--- config.mk ---
export PLATFORM = sky130hd
export DESIGN_NAME = rom_access_arbiter_flat
export DESIGN_NICKNAME = d
export VERILOG_FILES = /design/src/rtl/rom_arb_pkg.sv /design/src/rtl/rom_access_arbiter_if.sv /design/src/rtl/rom_arb_pick.sv /design/src/rtl/rom_access_arbiter.sv /design/src/flat_wrapper.sv
export SDC_FILE = /design/constraint.sdc
export NUM_CORES = 1
export LEC_CHECK = 0
export ABC_AREA = 1
export BUFFER_PORTS_ARGS = -buffer_cell sky130_fd_sc_hd__buf_2
export CAP_MARGIN = 0
export CORE_MARGIN = 2
export CORE_UTILIZATION = 40
export CTS_BUF_LIST = sky130_fd_sc_hd__clkbuf_2
export CTS_CLUSTER_SIZE = 8
export DETAILED_ROUTE_END_ITERATION = 12
export GPL_TIMING_DRIVEN = 0
export PLACE_DENSITY = 0.77
export SETUP_SLACK_MARGIN = 0.3
export SLEW_MARGIN = 20
export SYNTH_ARGS = -nofsm -noshare
export SYNTH_HDL_FRONTEND = slang
export SYNTH_SLANG_ARGS = --single-unit
--- constraint.sdc ---
create_clock -name clk -period 1.6 [get_ports clk]
set_input_delay 0.16 -clock clk [delete_from_list [all_inputs] [get_ports clk]]
set_output_delay 0.16 -clock clk [all_outputs]
set_load 0.05 [all_outputs]
--- src/rtl/rom_arb_pkg.sv ---
// Shared types and default widths for the ROM access arbiter.
package rom_arb_pkg;

  localparam int unsigned ADDR_W_DEF = 14;
  localparam int unsigned DATA_W_DEF = 8;

  typedef enum logic [1:0] {
    IDLE,
    ADDR,
    DATA
  } state_e;

  typedef enum logic {
    REQ_CPU,
    REQ_VID
  } req_id_e;

endpackage

--- src/rtl/rom_access_arbiter_if.sv ---
// Requester and ROM-side signals of the arbiter, bundled with arbiter/requester views.
interface rom_access_arbiter_if #(
  parameter int unsigned ADDR_W = rom_arb_pkg::ADDR_W_DEF,
  parameter int unsigned DATA_W = rom_arb_pkg::DATA_W_DEF
);

  logic              cpu_req;
  logic [ADDR_W-1:0] cpu_addr;
  logic              cpu_gnt;
  logic              cpu_rvalid;
  logic [DATA_W-1:0] cpu_rdata;

  logic              vid_req;
  logic [ADDR_W-1:0] vid_addr;
  logic              vid_gnt;
  logic              vid_rvalid;
  logic [DATA_W-1:0] vid_rdata;

  logic [ADDR_W-1:0] rom_A;
  logic              rom_CS_b;
  logic              rom_OE_b;
  logic [DATA_W-1:0] rom_Dout;

  modport slave (
    input  cpu_req, cpu_addr, vid_req, vid_addr, rom_Dout,
    output cpu_gnt, cpu_rvalid, cpu_rdata, vid_gnt, vid_rvalid, vid_rdata,
           rom_A, rom_CS_b, rom_OE_b
  );

  modport master (
    output cpu_req, cpu_addr, vid_req, vid_addr, rom_Dout,
    input  cpu_gnt, cpu_rvalid, cpu_rdata, vid_gnt, vid_rvalid, vid_rdata,
           rom_A, rom_CS_b, rom_OE_b
  );

endinterface

--- src/rtl/rom_arb_pick.sv ---
// Winner selection: video by default, CPU once it has watched STARVE_LIMIT video grants.
module rom_arb_pick
  import rom_arb_pkg::*;
#(
  parameter int unsigned STARVE_LIMIT = 4
) (
  input  logic    clk,
  input  logic    rst,
  input  logic    cpu_req,
  input  logic    vid_req,
  input  logic    grant,
  output req_id_e winner
);

  localparam int unsigned CW = $clog2(STARVE_LIMIT + 1);

  logic [CW-1:0] starve_q, starve_d;
  logic          starved;

  assign starved = (starve_q == CW'(STARVE_LIMIT));

  always_comb begin
    winner = (cpu_req && (!vid_req || starved)) ? REQ_CPU : REQ_VID;
  end

  // The count only means anything while the CPU is actually waiting.
  always_comb begin
    starve_d = starve_q;
    if (!cpu_req) begin
      starve_d = '0;
    end else if (grant) begin
      if (winner == REQ_CPU) begin
        starve_d = '0;
      end else if (!starved) begin
        starve_d = starve_q + CW'(1);
      end
    end
  end

  always_ff @(posedge clk or posedge rst) begin
    if (rst) begin
      starve_q <= '0;
    end else begin
      starve_q <= starve_d;
    end
  end

endmodule

--- src/rtl/rom_access_arbiter.sv ---
// Shares one synchronous ROM between CPU and video; fixed gnt-to-rvalid latency of 3 cycles.
module rom_access_arbiter
  import rom_arb_pkg::*;
#(
  parameter int unsigned ADDR_W       = ADDR_W_DEF,
  parameter int unsigned DATA_W       = DATA_W_DEF,
  parameter int unsigned STARVE_LIMIT = 4
) (
  input logic                 clk,
  input logic                 rst,
  rom_access_arbiter_if.slave bus
);

  state_e            state_q, state_d;
  req_id_e           cur_q, cur_d;
  req_id_e           cap_id_q, cap_id_d;
  req_id_e           winner;
  logic              cap_q, cap_d;
  logic              cpu_gnt_q, cpu_gnt_d, vid_gnt_q, vid_gnt_d;
  logic              cpu_rvalid_q, cpu_rvalid_d, vid_rvalid_q, vid_rvalid_d;
  logic [DATA_W-1:0] cpu_rdata_q, cpu_rdata_d, vid_rdata_q, vid_rdata_d;
  logic [ADDR_W-1:0] rom_a_q, rom_a_d;
  logic              rom_en_b_q, rom_en_b_d;
  logic              any_req, grant;

  assign any_req = bus.cpu_req | bus.vid_req;
  assign grant   = any_req && (state_q == IDLE || state_q == DATA);

  rom_arb_pick #(
    .STARVE_LIMIT(STARVE_LIMIT)
  ) u_pick (
    .clk    (clk),
    .rst    (rst),
    .cpu_req(bus.cpu_req),
    .vid_req(bus.vid_req),
    .grant  (grant),
    .winner (winner)
  );

  always_comb begin
    state_d      = state_q;
    cur_d        = cur_q;
    rom_a_d      = rom_a_q;
    rom_en_b_d   = rom_en_b_q;
    cap_d        = 1'b0;
    cap_id_d     = cap_id_q;
    cpu_gnt_d    = 1'b0;
    vid_gnt_d    = 1'b0;
    cpu_rvalid_d = 1'b0;
    vid_rvalid_d = 1'b0;
    cpu_rdata_d  = cpu_rdata_q;
    vid_rdata_d  = vid_rdata_q;

    // Capture trails DATA by one cycle: the ROM output for that access is valid now.
    if (cap_q) begin
      if (cap_id_q == REQ_CPU) begin
        cpu_rvalid_d = 1'b1;
        cpu_rdata_d  = bus.rom_Dout;
      end else begin
        vid_rvalid_d = 1'b1;
        vid_rdata_d  = bus.rom_Dout;
      end
    end

    unique case (state_q)
      IDLE: ;
      ADDR: state_d = DATA;
      DATA: begin
        cap_d    = 1'b1;
        cap_id_d = cur_q;
        if (!any_req) begin
          state_d    = IDLE;
          rom_en_b_d = 1'b1;
        end
      end
      default: state_d = IDLE;
    endcase

    if (grant) begin
      state_d    = ADDR;
      cur_d      = winner;
      rom_en_b_d = 1'b0;
      if (winner == REQ_CPU) begin
        cpu_gnt_d = 1'b1;
        rom_a_d   = bus.cpu_addr;
      end else begin
        vid_gnt_d = 1'b1;
        rom_a_d   = bus.vid_addr;
      end
    end
  end

  always_ff @(posedge clk or posedge rst) begin
    if (rst) begin
      state_q      <= IDLE;
      cur_q        <= REQ_CPU;
      cap_q        <= 1'b0;
      cap_id_q     <= REQ_CPU;
      cpu_gnt_q    <= 1'b0;
      vid_gnt_q    <= 1'b0;
      cpu_rvalid_q <= 1'b0;
      vid_rvalid_q <= 1'b0;
      cpu_rdata_q  <= '0;
      vid_rdata_q  <= '0;
      rom_a_q      <= '0;
      rom_en_b_q   <= 1'b1;
    end else begin
      state_q      <= state_d;
      cur_q        <= cur_d;
      cap_q        <= cap_d;
      cap_id_q     <= cap_id_d;
      cpu_gnt_q    <= cpu_gnt_d;
      vid_gnt_q    <= vid_gnt_d;
      cpu_rvalid_q <= cpu_rvalid_d;
      vid_rvalid_q <= vid_rvalid_d;
      cpu_rdata_q  <= cpu_rdata_d;
      vid_rdata_q  <= vid_rdata_d;
      rom_a_q      <= rom_a_d;
      rom_en_b_q   <= rom_en_b_d;
    end
  end

  assign bus.cpu_gnt    = cpu_gnt_q;
  assign bus.vid_gnt    = vid_gnt_q;
  assign bus.cpu_rvalid = cpu_rvalid_q;
  assign bus.vid_rvalid = vid_rvalid_q;
  assign bus.cpu_rdata  = cpu_rdata_q;
  assign bus.vid_rdata  = vid_rdata_q;
  assign bus.rom_A      = rom_a_q;
  assign bus.rom_CS_b   = rom_en_b_q;
  assign bus.rom_OE_b   = rom_en_b_q;

endmodule

--- src/flat_wrapper.sv ---
// flat-port wrapper written by rule: the top's interface ports become plain ports
module rom_access_arbiter_flat import rom_arb_pkg::*;
#(
  parameter int unsigned ADDR_W       = ADDR_W_DEF,
  parameter int unsigned DATA_W       = DATA_W_DEF,
  parameter int unsigned STARVE_LIMIT = 4
)
  (clk, rst, bus_cpu_req, bus_cpu_addr, bus_vid_req, bus_vid_addr, bus_rom_Dout, bus_cpu_gnt, bus_cpu_rvalid, bus_cpu_rdata, bus_vid_gnt, bus_vid_rvalid, bus_vid_rdata, bus_rom_A, bus_rom_CS_b, bus_rom_OE_b);
  rom_access_arbiter_if #(.ADDR_W(ADDR_W), .DATA_W(DATA_W)) bus_i ();
  input logic clk;
  input logic rst;
  input wire logic [$bits(bus_i.cpu_req)-1:0] bus_cpu_req;
  input wire logic [$bits(bus_i.cpu_addr)-1:0] bus_cpu_addr;
  input wire logic [$bits(bus_i.vid_req)-1:0] bus_vid_req;
  input wire logic [$bits(bus_i.vid_addr)-1:0] bus_vid_addr;
  input wire logic [$bits(bus_i.rom_Dout)-1:0] bus_rom_Dout;
  output wire logic [$bits(bus_i.cpu_gnt)-1:0] bus_cpu_gnt;
  output wire logic [$bits(bus_i.cpu_rvalid)-1:0] bus_cpu_rvalid;
  output wire logic [$bits(bus_i.cpu_rdata)-1:0] bus_cpu_rdata;
  output wire logic [$bits(bus_i.vid_gnt)-1:0] bus_vid_gnt;
  output wire logic [$bits(bus_i.vid_rvalid)-1:0] bus_vid_rvalid;
  output wire logic [$bits(bus_i.vid_rdata)-1:0] bus_vid_rdata;
  output wire logic [$bits(bus_i.rom_A)-1:0] bus_rom_A;
  output wire logic [$bits(bus_i.rom_CS_b)-1:0] bus_rom_CS_b;
  output wire logic [$bits(bus_i.rom_OE_b)-1:0] bus_rom_OE_b;
  assign bus_i.cpu_req = bus_cpu_req;
  assign bus_i.cpu_addr = bus_cpu_addr;
  assign bus_i.vid_req = bus_vid_req;
  assign bus_i.vid_addr = bus_vid_addr;
  assign bus_i.rom_Dout = bus_rom_Dout;
  assign bus_cpu_gnt = bus_i.cpu_gnt;
  assign bus_cpu_rvalid = bus_i.cpu_rvalid;
  assign bus_cpu_rdata = bus_i.cpu_rdata;
  assign bus_vid_gnt = bus_i.vid_gnt;
  assign bus_vid_rvalid = bus_i.vid_rvalid;
  assign bus_vid_rdata = bus_i.vid_rdata;
  assign bus_rom_A = bus_i.rom_A;
  assign bus_rom_CS_b = bus_i.rom_CS_b;
  assign bus_rom_OE_b = bus_i.rom_OE_b;
  rom_access_arbiter #(.ADDR_W(ADDR_W), .DATA_W(DATA_W), .STARVE_LIMIT(STARVE_LIMIT)) u_core (.clk(clk), .rst(rst), .bus(bus_i));
endmodule
==> flow_summary.ini <==
[clock_tree]
cts_root_buf = clkbuf_2
clock_latency_ns = 0.40
cts_tree = done
cts_buffers = 5
htree_levels = 2
cts.path.max_buffers = 2
clock_sinks = 43
clk_pin_slew_ns = 0.23

[placement]
io_buffers = 75
place_area_sq_um = 2300
dpl.hpwl_um = 3190
gp_congestion = 0.779
dp_slack_ns = 0.201
dp_cells = 322

[timing]
finalHoldViolCount = 0
tns_ns = 0
max_freq_mhz = 730
slew_headroom_pct = 73.0
final.setup.worst_slack_ns = 0.229
fin_crit_sh_pct = 85.7
slew_viol_final = 0
tightestPinTransition_ns = 0.404
rsz0062_at_grt = yes
finalCriticalPeriod_ns = 1.37
final-setup-viol-count = 0
skew_ns = 0.0297

[yosys]
synth_top_area_cell = dfrtp_1
synth_top_area_share_pct = 57.1
synth_fp_nets = 236
synth_edf_count = 0
synth_ff_type = dfrtp_1
syn_inst = 194
synthTopCellsByArea = dfrtp_1 (57%), nand2_1 (8.6%), nand3_1 (7.9%)
syn-mean-instance-area_sq_um = 9.49
ys_seq_area_share_pct = 58.5
syn_area_sq_um = 1840
synthDistinctLibCells = 21
yosys-top-cells-count = dfrtp_1 (42), nand2_1 (42), nand3_1 (29), inv_1 (20), nand4_1 (16)
ys_warn_count = 0
synthArstFlopShare_pct = 100
synth-seq-cells = 43

[worst_setup_path]
crit_path_start_kind = register
cp.required_ns = 1.44
crit_fanout = 3
end_kind = output pin
critPathArrivalTime_ns = 1.21
worstSetupPathType = reg -> out

[global_route]
overflow = 0
antenna_found_initial = 0
grt_usage_pct = 22.6
grt_start_max_net_pins = 26
grt_pass1_wl_um = 9090
first_global_vias = 2044

[drt]
drc = 0
wl_met1_um = 2230
met2_length_um = 3280
first_pass_iters = 4
drt-total-wl_um = 6020
wl_per_cell_um = 15.7
via_per_inst = 5.23
drtAntennaViolNets = 0
vias = 2007
initialDrtViolationCount = 81
dr.max_layer_used = met4
wl_met3_um = 455

[power]
p_per_area_nw_per_um2 = 1410
power_mw = 4.28
ir_drop_uv = 789
leakagePower_nw = 1.61

[die]
dieHeight_um = 71.9
fp-row-count = 24
core_area_sq_um = 4380
start_util_pct = 42.0
die-area_sq_um = 5160
boundaryPins = 76
die_w_um = 71.9

[run_status]
status = completed

[final_layout]
n_fill_cell = 329
design_area_sq_um = 3030
antennaDiodeCount = 0
syn2layout_area_growth_pct = 64.7
seqCellArea_sq_um = 1080
drive_gt1_share_pct = 38.3
nets = 373
fin_cells = 384
multiInputGateArea_sq_um = 661

[job]
cap_violations = 0

[hold_path]
hold_class = in -> reg
## report_power, final
| part | internal [mW] | leakage [nW] | switching, mW | total (mW) |
|---|---|---|---|---|
| Sequential | 1.39 | 0.534 | 0.185 | 1.58 |
| Combinational | 0.699 | 1.05 | 1.53 | 2.23 |
| Clock | 0.104 | 0.0250 | 0.362 | 0.466 |
## area by class of cell
class | instances | area share, %
Buffer | 11 | 3.38
Clock buffer | 5 | 0.825
Clock inverter | 3 | 0.660
Inverter | 21 | 2.60
Multi-Input combinational cell | 119 | 21.8
Sequential cell | 43 | 35.5
Tap cell | 52 | 2.15
Timing Repair Buffer | 130 | 33.1
## worst max-delay path: stages, from the launching register on
cell	delay, ns
dfstp_2	0.60
buf_6	0.10
buf_8	0.13
## state kept, by name (all words and copies together) (netlist names)
register	count
u_core.u_pick.starve_q	3
u_core.state_q	2
u_core.bus.vid_gnt	1
u_core.bus.rom_A	14
u_core.cap_id_q	1
u_core.bus.cpu_rvalid	1
u_core.cap_q	1
u_core.bus.cpu_gnt	1
u_core.bus.rom_CS_b	1
u_core.bus.vid_rdata	8
u_core.cur_q	1
u_core.bus.vid_rvalid	1
u_core.bus.cpu_rdata	8
## worst paths after layout
| path | start | endpoint | slack, ns | depth (start not counted) |
|---|---|---|---|---|
| setup / recovery | u_core.bus.rom_CS_b$_DFFE_PP1P_ | bus_rom_OE_b | 0.23 | 2 |
| hold / removal | bus_cpu_req | u_core.bus.rom_A[3]$_DFFE_PP0P_ | 0.15 | 4 |
| setup reg to reg | u_core.u_pick.starve_q[0]$_DFFE_PP0P_ | u_core.bus.rom_A[4]$_DFFE_PP0P_ | 0.31 | 8 |
| hold reg to reg | u_core.state_q[1]$_DFFE_PP0P_ | u_core.state_q[1]$_DFFE_PP0P_ | 0.46 | 1 |
| max in group asynchronous | rst | u_core.bus.rom_CS_b$_DFFE_PP1P_ | 0.76 | 4 |
| min in group asynchronous | rst | u_core.bus.cpu_rdata[0]$_DFFE_PP0P_ | 0.27 | 3 |
## cells in the final DEF, fill, tap and decap left out
cell	n
clkinvlp_4	2
ha_1	1
nor2_8	1
nor2_2	1
buf_16	1
clkbuf_4	13
dfstp_2	1
nand2_8	1
buf_6	6
nand3_1	27
nor2_1	4
nand4_1	16
inv_2	4
buf_4	23
buf_12	1
buf_8	3
clkbuf_16	1
xnor2_1	1
dlygate4sd3_1	37
buf_2	55
dfrtp_1	42
inv_1	17
o21ai_2	1
nand2_1	41
ha_4	1
o21ai_4	1
clkbuf_2	6
o21ai_1	8
clkinv_2	1
o21ai_0	10
nand3_2	2
or2_1	1
nand2_4	2
## through the flow
step	hold slack, ns	util [%]
detailed placement	0.174	52.5
global route	0.116	69.2
finish	0.145	69.2
global placement	0.395	52.1
floorplan	0.308	-
CTS	0.105	65.1
## timing repair
item	in CTS	in global routing
hold buffers	37	0
resized for setup	20	37
pin swaps	3	13
endpoints found under the hold margin	45	0
setup buffers	5	10
cloned	1	1
endpoints found under the setup margin	21	44
## routing by layer
metal  global-route usage [%]  vias to the layer above
li1                         -                      917
met1                     27.0                      967
met2                     39.7                      115
met3                     5.77                        8
met4                     7.34                        0
met5                        0                        -
## cell families (layout without fill, tap and decap cells)
logic type	Yosys count	after routing	share of synthesized area, %
AND/OR/NAND/NOR	96	96	25.1
flip-flops	43	43	58.5
AO/OA/AOI/OAI	20	20	6.05
buffers and inverters	32	170	8.49
XOR/XNOR	1	1	0.476
adder cells (fa/ha/maj)	2	2	1.36
No activity file was read; power rests on OpenSTA's default activity.
